==> src/rtl/soc_system_sysid_pkg.sv <==
// Shared types and constants for the sysid checker.
// FSM states, sysid word addresses, timeout width.
package soc_system_sysid_pkg;

  localparam int TMO_W = 16;

  localparam logic SYSID_ADDR_ID = 1'b0;
  localparam logic SYSID_ADDR_TS = 1'b1;

  typedef enum logic [2:0] {
    ST_IDLE    = 3'd0,
    ST_RD_ID   = 3'd1,
    ST_WAIT_ID = 3'd2,
    ST_RD_TS   = 3'd3,
    ST_WAIT_TS = 3'd4,
    ST_FINISH  = 3'd5
  } state_t;

endpackage

==> src/rtl/soc_system_sysid_timeout.sv <==
// Per-transaction cycle counter for the sysid checker.
// Ports: clear/enable/limit in, expired out (comb).
module soc_system_sysid_timeout
  import soc_system_sysid_pkg::*;
(
  input  logic             clock,
  input  logic             reset_n,
  input  logic             clear,
  input  logic             enable,
  input  logic [TMO_W-1:0] limit,
  output logic             expired
);

  logic [TMO_W-1:0] cnt;

  // Flags on the limit-th enabled cycle so the
  // owner can leave on the same edge.
  assign expired = enable &&
                   (cnt >= limit - TMO_W'(1));

  always_ff @(posedge clock or negedge reset_n) begin
    if (!reset_n) begin
      cnt <= '0;
    end else if (clear) begin
      cnt <= '0;
    end else if (enable && !expired) begin
      cnt <= cnt + TMO_W'(1);
    end
  end

endmodule

==> config.mk <==
export PLATFORM = sky130hd
export DESIGN_NAME = soc_system_sysid_timeout
export DESIGN_NICKNAME = d
export VERILOG_FILES = /design/src/rtl/soc_system_sysid_pkg.sv /design/src/rtl/soc_system_sysid_timeout.sv
export SDC_FILE = /design/constraint.sdc
export NUM_CORES = 1
export LEC_CHECK = 0
export BUFFER_PORTS_ARGS = -buffer_cell sky130_fd_sc_hd__buf_2
export CAP_MARGIN = 0
export CORE_UTILIZATION = 49
export CTS_CLUSTER_DIAMETER = 30
export DETAILED_ROUTE_END_ITERATION = 8
export PLACE_DENSITY_LB_ADDON = 0.12
export SLEW_MARGIN = 20
export SYNTH_ARGS = -nofsm -noshare
export SYNTH_HDL_FRONTEND = slang
export SYNTH_SLANG_ARGS = --single-unit
==> constraint.sdc <==
create_clock -name clock -period 5.6 [get_ports clock]
set_input_delay 0 -clock clock [delete_from_list [all_inputs] [get_ports clock]]
set_output_delay 0 -clock clock [all_outputs]
set_load 0.01 [all_outputs]
; ---- Word level (Yosys, flattened, before mapping)
; Index checks and enable logic that the tools add are counted.
[op_classes]
mux = 2
magnitude_cmp = 1
reduce_logical = 4
add_sub_neg = 2
[ops]
columns = operator, n
row1 = $mux 16, 2
row2 = $add 16x1->16 const B, 1
row3 = $ge 16x16->1, 1
row4 = $sub 16x1->16 const B, 1
row5 = $logic_and 1x1->1, 2
row6 = $reduce_bool 2->1, 1
row7 = $logic_not 1->1, 1
[word_totals]
output_inout_bits = 1
regBits = 16

; ---- Logic depth before layout (Yosys ltp)
; Gate-level depths: netlist of run 1.
[depth]
depth_word = 7
ltp_mapped = 15
mapped_depth_nobuf = 13

; ---- Least setup slack after synthesis of run 1
; Ideal clock, no wire load.
[synth_path]
path_kind = input -> register
start = input limit[4]
end = register cnt[11]
arrival_ps = 2464
slack_ps = 3058
cell_stages = 14
setup_time_ps = 78
required_time_ps = 5522
path_buffers = 1
cell_sequence = nor3_1 nand2b_1 nor2_1 and3_1 nand2_1 xor2_1 ha_1 a211oi_2 nor2_1 a21oi_2 nand3_2 buf_6 or4_1 a21oi_1
[synth_between]
elab_chain_len = 6
[synth_rtl]
columns = item, line
row1 = "start, declared", soc_system_sysid_timeout.sv:10  ; input logic [TMO_W-1:0] limit,
row2 = $sub 16x1->16, soc_system_sysid_timeout.sv:19  ; (cnt >= limit - TMO_W'(1));
row3 = $ge 16x16->1, soc_system_sysid_timeout.sv:19
row4 = $logic_and 1x1->1, soc_system_sysid_timeout.sv:18  ; assign expired = enable &&
row5 = $logic_not 1->1, soc_system_sysid_timeout.sv:26  ; end else if (enable && !expired) begin
row6 = $logic_and 1x1->1, soc_system_sysid_timeout.sv:26
row7 = $reduce_bool 2->1 (no line), n/a
row8 = "end signal, assigned", soc_system_sysid_timeout.sv:27  ; cnt <= cnt + TMO_W'(1);
row9 = "end, declared", soc_system_sysid_timeout.sv:14  ; logic [TMO_W-1:0] cnt;
; No other way between the ends.
; A chain may end at the register's enable or synchronous reset.

; ---- Worst setup path after layout of run 1
[layout_path]
start = input limit[4]
end = register cnt[4]
; Same word-level chain as after synthesis.

==> results of run 1 <==
==> cells by family after synthesis <==
logic type / Yosys count / synth area share
AO/OA/AOI/OAI: 40 / 0.1590
adder cells (fa/ha/maj): 18 / 0.1538
XOR/XNOR: 14 / 0.08376
multiplexers: 1 / 0.006838
buffers and inverters: 11 / 0.03418
flip-flops: 16 / 0.2735
AND/OR/NAND/NOR: 76 / 0.2889
==> worst register-to-register path: stages (launching register included) <==
cell and delay (ns):
dfrtp_1 0.45, ha_1 0.34, a31oi_1 0.18, nor2b_1 0.08, o21ai_1 0.24, nand3_2 0.35
or4_1 0.61, a21oi_1 0.15
==> power groups by stage <==
| stage | Combinational (W) | Sequential (W) | Clock (W) |
|---|---|---|---|
| finish | 0.0000419 | 0.000119 | 0.0000772 |
| global route | 0.0000492 | 0.000119 | 0.0000846 |
| CTS | 0.0000426 | 0.000119 | 0.0000794 |
| detailed placement | 0.0000419 | 0.000121 | 0 |
| global placement | 0.0000395 | 0.000121 | 0 |
| floorplan | 0.0000241 | 0.000121 | 0 |
==> path summary, 6_finish.rpt <==
path                          start       to  slack (ns)  depth (start not counted)
setup / recovery           limit[4]   cnt[4]        2.80                         14
hold / removal                clear   cnt[0]        0.08                          2
setup reg to reg             cnt[2]   cnt[4]        3.15                          7
hold reg to reg             cnt[15]  cnt[15]        0.58                          2
max in group asynchronous   reset_n   cnt[8]        5.20                          2
min in group asynchronous   reset_n  cnt[10]        0.14                          2
==> what timing repair did <==
action,in CTS,in global routing
endpoints found under the setup margin,0,0
gates resized for setup,0,0
hold buffers,1,0
endpoints found under the hold margin,16,0
==> area by class of cell <==
class / instances / area [sq um]
timing repair buffer: 21 / 110.1
sequential: 16 / 400.4
clock buffer: 4 / 36.28
multi-input combinational: 149 / 1013
fill: 264 / 1180
tap: 31 / 38.79
inverter: 7 / 26.28
==> metrics by stage <==
stage,util,setup WS (ns),hold WS (ns),std cells,instance area (sq um)
after detailed placement,0.5629,2.538,-0.06480,223,1579
after global routing,0.5794,2.493,0.09172,228,1625
after global placement,0.5629,2.637,-0.06679,223,1579
final,0.5794,2.796,0.08375,228,1625
after CTS,0.5794,2.831,0.07585,228,1625
after floorplan,-,3.058,-0.2956,176,1464
==> placed cells by master, fill, tap and decap left out <==
master | netlist | layout
a21oi_2 | 1 | 1
buf_2 | 1 | 20
nor2b_1 | 2 | 2
and2_1 | 2 | 2
xor2_1 | 5 | 5
nand3_2 | 1 | 1
ha_1 | 18 | 18
o21ai_1 | 1 | 1
or3_1 | 6 | 6
clkbuf_8 | 0 | 1
nand2b_1 | 2 | 2
nor3_4 | 1 | 1
a31oi_1 | 1 | 1
or4_1 | 9 | 9
a21oi_1 | 19 | 19
nor4_1 | 5 | 5
nand3_1 | 6 | 6
dlygate4sd3_1 | 0 | 1
inv_1 | 7 | 7
o31ai_1 | 8 | 8
nand4_2 | 1 | 1
o21ai_0 | 9 | 9
nor3_1 | 5 | 5
clkbuf_4 | 0 | 3
nand4_1 | 4 | 4
dfrtp_1 | 16 | 16
mux2i_1 | 1 | 1
nand2_1 | 16 | 16
nor2_1 | 12 | 12
a211oi_2 | 1 | 1
and3_1 | 4 | 4
xnor2_1 | 9 | 9
==> per-layer routing <==
| layer | global-route usage | share of wire | vias to the layer above |
|---|---|---|---|
| met5 | 0 | 0 | - |
| met4 | 0.04286 | 0.0068 | 0 |
| met3 | 0.04839 | 0.030 | 5 |
| met2 | 0.3656 | 0.49 | 19 |
| met1 | 0.2721 | 0.47 | 613 |
| li1 | - | - | 695 |
==> flow_summary.yaml, run 1 <==
status:
  outcome: "finished clean"
grt:
  grt_pass1_wl_microns: 5271
  gr-total-overflow: 0
  grt_max_degree: 22
  first_global_vias: 1200
  gr-usage-all-layers: 0.2128
  antenna_found_initial: 0
sta:
  timing.slew.headroom: 0.7622
  slew_viol_final: 0
  post-route-min-period_ns: 2.804
  rsz0062_at_grt: "no"
  fin_skew_ns: 0.0008408
  fin_crit_sh: 0.5008
  setup_viol: 0
  hold_viol: 0
  fin_tns_setup_ns: 0
  worst_pin_slew_ns: 0.3540
  max_freq_ghz: 0.3566
setup_path:
  path_common_cell: "nor2_1"
  critPathMaxStageDelay_ns: 0.60
  crit_chain: "buf_2 -> nor3_1 -> nand2b_1 -> nor2_1 -> nand3_1 -> nor4_1 -> xnor2_1 -> ha_1 -> nand4_2 -> nor2_1 -> nor3_4 -> nand3_2 -> or4_1 -> a21oi_1"
  critPathMaxFanout: 21
  critPathKind: "input port to register"
  required_ns: 5.82
  arrival_ns: 3.03
  critPathBufInv: 1
  critPathSlowestCell: "or4_1"
  crit_family: "simple AND/OR/NAND/NOR gates"
  cp-start-kind: "input port"
  cp-end-kind: "register"
yosys:
  yosys-top-cells-area: "dfrtp_1, ha_1, a21oi_1"
  synth_ff_type: "dfrtp_1"
  yosysSeqAreaShare: 0.2735
  ys_seq_elements: 16
  synthArstFlopShare: 1.000
  ys_types: 32
  syn_area_sq_um: 1464
  synth.top_cell.area_share: 0.2735
  synth_nets: 214
  syn_inst: 176
  synth_area_per_cell_sq_um: 8.318
  yosysWarningCount: 0
  yosysTopAreaCell: "dfrtp_1"
  synth_edf_count: 0
  synth_commonest_cells: "a21oi_1, ha_1, dfrtp_1, nand2_1, nor2_1"
  yosysMostFrequentCell: "a21oi_1"
clocking:
  cts.sinks: 16
  postCtsSetupBuffers: 0
  cts_buffers: 3
  cts_root_buf: "clkbuf_4"
  clock_path_buffers: 2
  clk_pin_slew_ns: 0.09
  cts_tree: "yes"
  clk_latency_ns: 0.29
  h-tree-depth: 1
floorplan:
  coreArea_sq_um: 2805
  initial_core_util: 0.5219
  die_area_sq_um: 3210
  die-height_microns: 56.66
  chipWidth_microns: 56.66
  ioPinCount: 21
  rows: 19
power:
  seq_power_share: 0.499
  power_w: 0.0002379
  ir_drop_mv: 0.09065
  p_clk_frac: 0.324
  p_switching_w: 0.00006313
  power_leakage_nw: 0.6883
  p_comb_frac: 0.176
  p_per_area_nw_per_um2: 146.4
  power.internal_w: 0.0001748
  swShare: 0.2653
layout:
  diodes: 0
  nets: 236
  top_register: "cnt"
  top_regs: "cnt (16)"
  drive_gt1_frac: 0.1472
  largest_reg_flops: 16
  area_growth_pct: 11.03
route:
  drc_errors: 0
  antenna_left: 0
  first_pass_iters: 4
  num_vias: 1332
  routed_wl_microns: 3068
  routedWlPerCell_microns: 13.46
  viasPerCell: 5.842
  drt_iter0_markers: 49
placement:
  port_buffers: 20
  place_hpwl_microns: 2389
  gp_congestion: 0.7655
min_path:
  holdCritPathClass: "input port to register"
run:
  maxCapViolations: 0
No activity file was read; power rests on OpenSTA's default activity.
==> inputs of run 2 (changes only) <==
==> constraint.sdc (replaced) <==
create_clock -name clock -period 2.6 [get_ports clock]
set_input_delay 0 -clock clock [delete_from_list [all_inputs] [get_ports clock]]
set_output_delay 0 -clock clock [all_outputs]
set_load 0.01 [all_outputs]
==> run 2 against run 1 <==
Clock skew is 0.0083 ns higher. Register-to-register slack worse by 3.0 ns. Wire length is 20% higher. Highest routed layer unchanged. Final cell count is 11% higher. Cell area is 22% higher. First-iteration DRC count is 6.1% higher. Sequential power is 120% higher.
==> flow_summary.yaml, run 2 (synthesis gave the netlist of run 1 again) <==
layout:
  top_register: "cnt"
  final_cell_mix: "buf_4, buf_2, ha_1, nand2_1, dfrtp_1"
  area_growth_pct: 35.56
  drive_gt1_frac: 0.3408
  largest_reg_flops: 16
  diodes: 0
  nets: 262
  final_area_sq_um: 1984
  final_common_cell: "buf_4"
  top_regs: "cnt (16)"
  fillers: 228
  utilization: 0.7074
route:
  drt_iter0_markers: 52
  drc_errors: 0
  first_pass_iters: 4
  antenna_left: 0
  num_vias: 1505
  viasPerCell: 5.925
  routed_wl_microns: 3675
  routedWlPerCell_microns: 14.47
power:
  p_switching_w: 0.0001464
  ir_drop_mv: 0.2935
  seq_power_share: 0.477
  power_w: 0.0005361
  p_clk_frac: 0.309
  p_per_area_nw_per_um2: 270.1
  p_comb_frac: 0.213
  power_leakage_nw: 0.8579
  swShare: 0.2730
  power.internal_w: 0.0003897
sta:
  hold_viol: 0
  post-route-min-period_ns: 2.546
  timing.slew.headroom: 0.7143
  slew_viol_final: 0
  rsz0062_at_grt: "yes"
  fin_skew_ns: 0.009190
  fin_tns_setup_ns: 0
  worst_pin_slew_ns: 0.4285
  max_freq_ghz: 0.3928
  fin_crit_sh: 0.9792
  fin_ws_ns: 0.05404
  setup_viol: 0
clocking:
  cts.sinks: 16
  cts_tree: "yes"
  h-tree-depth: 1
  cts_buffers: 3
  clock_path_buffers: 2
  cts_root_buf: "clkbuf_4"
  clk_latency_ns: 0.29
  clk_pin_slew_ns: 0.10
setup_path:
  worstReg2RegStart: "cnt[2]"
  cp-start-kind: "input port"
  critPathKind: "input port to register"
  cp-end-kind: "register"
  crit_start: "limit[2]"
  critPathMaxFanout: 8
  required_ns: 2.83
  arrival_ns: 2.77
floorplan:
  ioPinCount: 21
  rows: 19
  coreArea_sq_um: 2805
  initial_core_util: 0.5219
  chipWidth_microns: 56.66
  die-height_microns: 56.66
  die_area_sq_um: 3210
min_path:
  hp-start: "clear"
  holdCritPathClass: "input port to register"
grt:
  grtUsageMet1: 0.3143
  grt_pass1_wl_microns: 5637
  busiest_layer: "met2"
  grtUsageMet2: 0.3690
  grt_max_degree: 18
  first_global_vias: 1259
  gr-usage-all-layers: 0.2267
  antenna_found_initial: 0
  grt_util_met3: 0.04839
  gr-total-overflow: 0
placement:
  pre_cts_ws_ns: -0.3942
  place_hpwl_microns: 2602
  placed_area_sq_um: 1722
  port_buffers: 20
  gp_congestion: 0.8017
status:
  outcome: "finished clean"
run:
  maxCapViolations: 0
-- run 2: cell types whose count changed in the layout (fill, tap and decap cells not counted), moves of 3 or more --
cell and delta:
or4_1 -4, buf_6 +3, a21oi_2 +4, nor4_1 -3, or4_4 +4, a21oi_1 -5
nand3_4 +3, buf_4 +21, nor3_1 -3, nor2_1 -3
-- run 2: per-stage QoR --
stage               hold WS (ns)  instances
floorplan                -0.2956        176
global placement        -0.07061        242
detailed placement      -0.07347        242
CTS                      0.06622        247
global route              0.1089        254
finish                    0.1031        254
-- run 2: final cells by class --
cell class,count,area [sq um],area share
multi-input cells,151,1181,0.5952
inverters,7,26.28,0.01324
clock buffers,4,36.28,0.01829
well taps,31,38.79,0.01955
repair buffers,45,301.5,0.1520
flip-flops and latches,16,400.4,0.2018
-- run 2: path summary, 6_finish.rpt --
kind,end,slack [ns],cells after the start
max,cnt[10],0.05,16
min reg2reg,cnt[12],0.61,2
min in group asynchronous,cnt[10],0.13,2
max in group asynchronous,cnt[7],2.21,2
max reg2reg,cnt[10],0.18,9
min,cnt[14],0.10,2
-- run 2: metal layers --
layer	part of all wire	wire length, microns	vias up
li1	-	-	759
met1	0.45	1661	715
met2	0.51	1872	29
met3	0.036	132	2
met4	0.0024	9	0
met5	0	0	-
-- run 2: worst max-delay path, cell delays in order --
cell	delay [ns]
buf_2	0.12
nor3_4	0.18
nand2b_1	0.13
nor2_4	0.16
and3_4	0.20
nand2_1	0.06
xor2_1	0.14
ha_1	0.34
a211oi_2	0.21
nor2_2	0.07
a21oi_4	0.26
buf_6	0.15
nand4_1	0.11
buf_6	0.16
or3_4	0.36
a21oi_2	0.12
-- run 2: power groups by stage --
stage	sequential [W]	clock, W	combinational (W)
floorplan	0.000260	0	0.0000519
global placement	0.000261	0	0.0000972
finish	0.000256	0.000166	0.000114
global route	0.000257	0.000179	0.000130
detailed placement	0.000261	0	0.000103
CTS	0.000256	0.000169	0.000107
-- run 2: what timing repair did --
item	in CTS	in global routing
pin swaps	1	21
gates resized for setup	6	28
setup endpoints to repair	14	16
setup buffers	0	5
hold endpoints to repair	16	0
gates cloned	0	2
hold buffers	1	0
==> inputs of run 3 (changes only) <==
--- a/config.mk
+++ b/config.mk
@@ -11,6 +11,7 @@
 export CTS_CLUSTER_DIAMETER = 30
 export DETAILED_ROUTE_END_ITERATION = 8
 export PLACE_DENSITY_LB_ADDON = 0.12
+export SETUP_SLACK_MARGIN = 0.5
 export SLEW_MARGIN = 20
 export SYNTH_ARGS = -nofsm -noshare
 export SYNTH_HDL_FRONTEND = slang
==> run 3 against run 2 <==
Critical path depth unchanged. Clock-buffer cell count is the same. Sequential cell count stayed put. Utilization grew 3.0 points. Final cell count increased by 1.6%. Global-route usage is 4.1 points higher.
==> flow_summary.yaml, run 3 (synthesis gave the netlist of run 1 again) <==
status:
  outcome: "finished clean"
route:
  antenna_left: 0
  routedWlPerCell_microns: 15.83
  num_vias: 1555
  first_pass_iters: 4
  drt_iter0_markers: 61
  routed_wl_microns: 4083
  drc_errors: 0
  viasPerCell: 6.027
layout:
  diodes: 0
  nets: 266
  largest_reg_flops: 16
  utilization: 0.7373
  final_cell_mix: "buf_4, buf_2, ha_1, dfrtp_1"
  final_common_cell: "buf_4"
  top_regs: "cnt (16)"
  drive_gt1_frac: 0.3700
  area_growth_pct: 41.28
  top_register: "cnt"
sta:
  setup_viol: 0
  fin_crit_sh: 0.9484
  fin_ws_ns: 0.1342
  hold_viol: 0
  post-route-min-period_ns: 2.466
  rsz0062_at_grt: "yes"
  fin_skew_ns: 0.007143
  slew_viol_final: 0
  timing.slew.headroom: 0.7489
  worst_pin_slew_ns: 0.3766
  max_freq_ghz: 0.4056
setup_path:
  critPathBufInv: 4
  critPathMaxFanout: 7
  crit_family: "simple AND/OR/NAND/NOR gates"
  worstReg2RegStart: "cnt[0]"
  r2r_slack_ns: 0.28
  r2r-end: "cnt[14]"
  crit_chain: "buf_8 -> nor3_4 -> nand2b_1 -> nor2_4 -> and3_4 -> nand2_1 -> xor2_1 -> ha_1 -> nand4_4 -> nor3_2 -> a21oi_2 -> buf_6 -> nand3_4 -> buf_4 -> and2_1 -> buf_2"
  critPathMaxStageDelay_ns: 0.34
  cp-end-kind: "primary output"
  required_ns: 2.60
  arrival_ns: 2.47
  cp-start-kind: "input port"
  critPathKind: "input port to primary output"
  rr_worst_depth: 9
  critPathSlowestCell: "ha_1"
grt:
  grt_max_degree: 18
  antenna_found_initial: 0
  grt_pass1_wl_microns: 6630
  gr-usage-all-layers: 0.2676
  gr-total-overflow: 0
  first_global_vias: 1520
clocking:
  clk_latency_ns: 0.31
  cts.sinks: 16
  clk_pin_slew_ns: 0.10
  cts_buffers: 3
  cts_tree: "yes"
  h-tree-depth: 1
  cts_root_buf: "clkbuf_4"
  clock_path_buffers: 2
min_path:
  holdCritPathClass: "input port to register"
  whs_path_depth: 2
  hp-start: "clear"
  whs_endpoint: "cnt[14]"
floorplan:
  chipWidth_microns: 56.66
  die_area_sq_um: 3210
  coreArea_sq_um: 2805
  die-height_microns: 56.66
  initial_core_util: 0.5219
  rows: 19
  ioPinCount: 21
power:
  power_leakage_nw: 0.8795
  ir_drop_mv: 0.2577
  p_per_area_nw_per_um2: 270.8
placement:
  port_buffers: 20
  place_hpwl_microns: 2732
  gp_congestion: 0.8223
  pre_cts_ws_ns: -0.2722
run:
  maxCapViolations: 0
-- run 3: cell types whose count changed in the layout (fill, tap and decap cells not counted), moves of 2 or more --
cell / previous run / this run
ha_1: 18 / 16
buf_4: 21 / 25
o31ai_1: 8 / 6
or4_1: 5 / 9
buf_8: 0 / 2
buf_2: 20 / 18
or4_4: 4 / 0
o31ai_2: 0 / 2
nor2_2: 2 / 0
-- run 3: what timing repair did --
action / in CTS / in global routing
setup buffers: 9 / 3
gates resized for setup: 14 / 23
endpoints found under the hold margin: 16 / 0
pin swaps: 5 / 12
setup endpoints to repair: 17 / 17
gates cloned: 1 / 0
hold buffers: 1 / 0
-- run 3: where the power goes --
part | total [W] | switching (W) | internal (W) | leakage, nW
logic | 0.000126 | 0.0000665 | 0.0000591 | 0.636
clock network | 0.000178 | 0.0000921 | 0.0000858 | 0.0210
registers | 0.000257 | 0.00000469 | 0.000252 | 0.222
total | 0.000560 | 0.000163 | 0.000397 | 0.879
-- run 3: worst max-delay path by stage --
stage                        start  endpoint  slack [ns]  cells past startpoint
final                     limit[3]   expired        0.13                     16
after global routing      limit[3]   cnt[14]       -0.02                     15
after CTS                 limit[4]   cnt[15]        0.18                     16
after detailed placement  limit[4]    cnt[3]       -0.27                     14
after global placement    limit[4]    cnt[9]       -0.10                     14
after floorplan           limit[4]   cnt[11]        0.22                     14
-- run 3: final cells by class --
cell class / count / area [sq um]
Multi-Input combinational cell: 150 / 1204
Fill cell: 204 / 737.0
Sequential cell: 16 / 400.4
Timing Repair Buffer: 50 / 362.8
Tap cell: 31 / 38.79
Clock buffer: 4 / 36.28
Inverter: 7 / 26.28
-- run 3: routing by layer --
layer,part of all wire,vias up,global-route usage
li1,-,762,-
met1,0.42,734,0.3280
met2,0.50,43,0.4558
met3,0.043,16,0.05530
met4,0.034,0,0.1071
met5,0,-,0
-- run 3: worst register-to-register path: stages (launching register included) --
cell and delay [ns]:
dfrtp_1 0.42, inv_1 0.10, ha_1 0.28, a31oi_1 0.18, nor2b_1 0.08, o21ai_2 0.24
buf_4 0.17, nand4_1 0.25, or3_4 0.45, a21oi_2 0.11
-- run 3: stage by stage --
| stage | cells | setup TNS [ns] | hold slack, ns | area, sq um | total power, W |
|---|---|---|---|---|---|
| after floorplan | 176 | 0 | -0.2956 | 1496 | 0.0003129 |
| after global placement | 240 | -0.8903 | -0.07332 | 1737 | 0.0003607 |
| after detailed placement | 240 | -2.994 | -0.06977 | 1737 | 0.0003671 |
| after CTS | 255 | 0 | 0.06816 | 1926 | 0.0005463 |
| after global routing | 258 | -0.05950 | 0.08505 | 2068 | 0.0005818 |
| final | 258 | 0 | 0.05800 | 2068 | 0.0005601 |
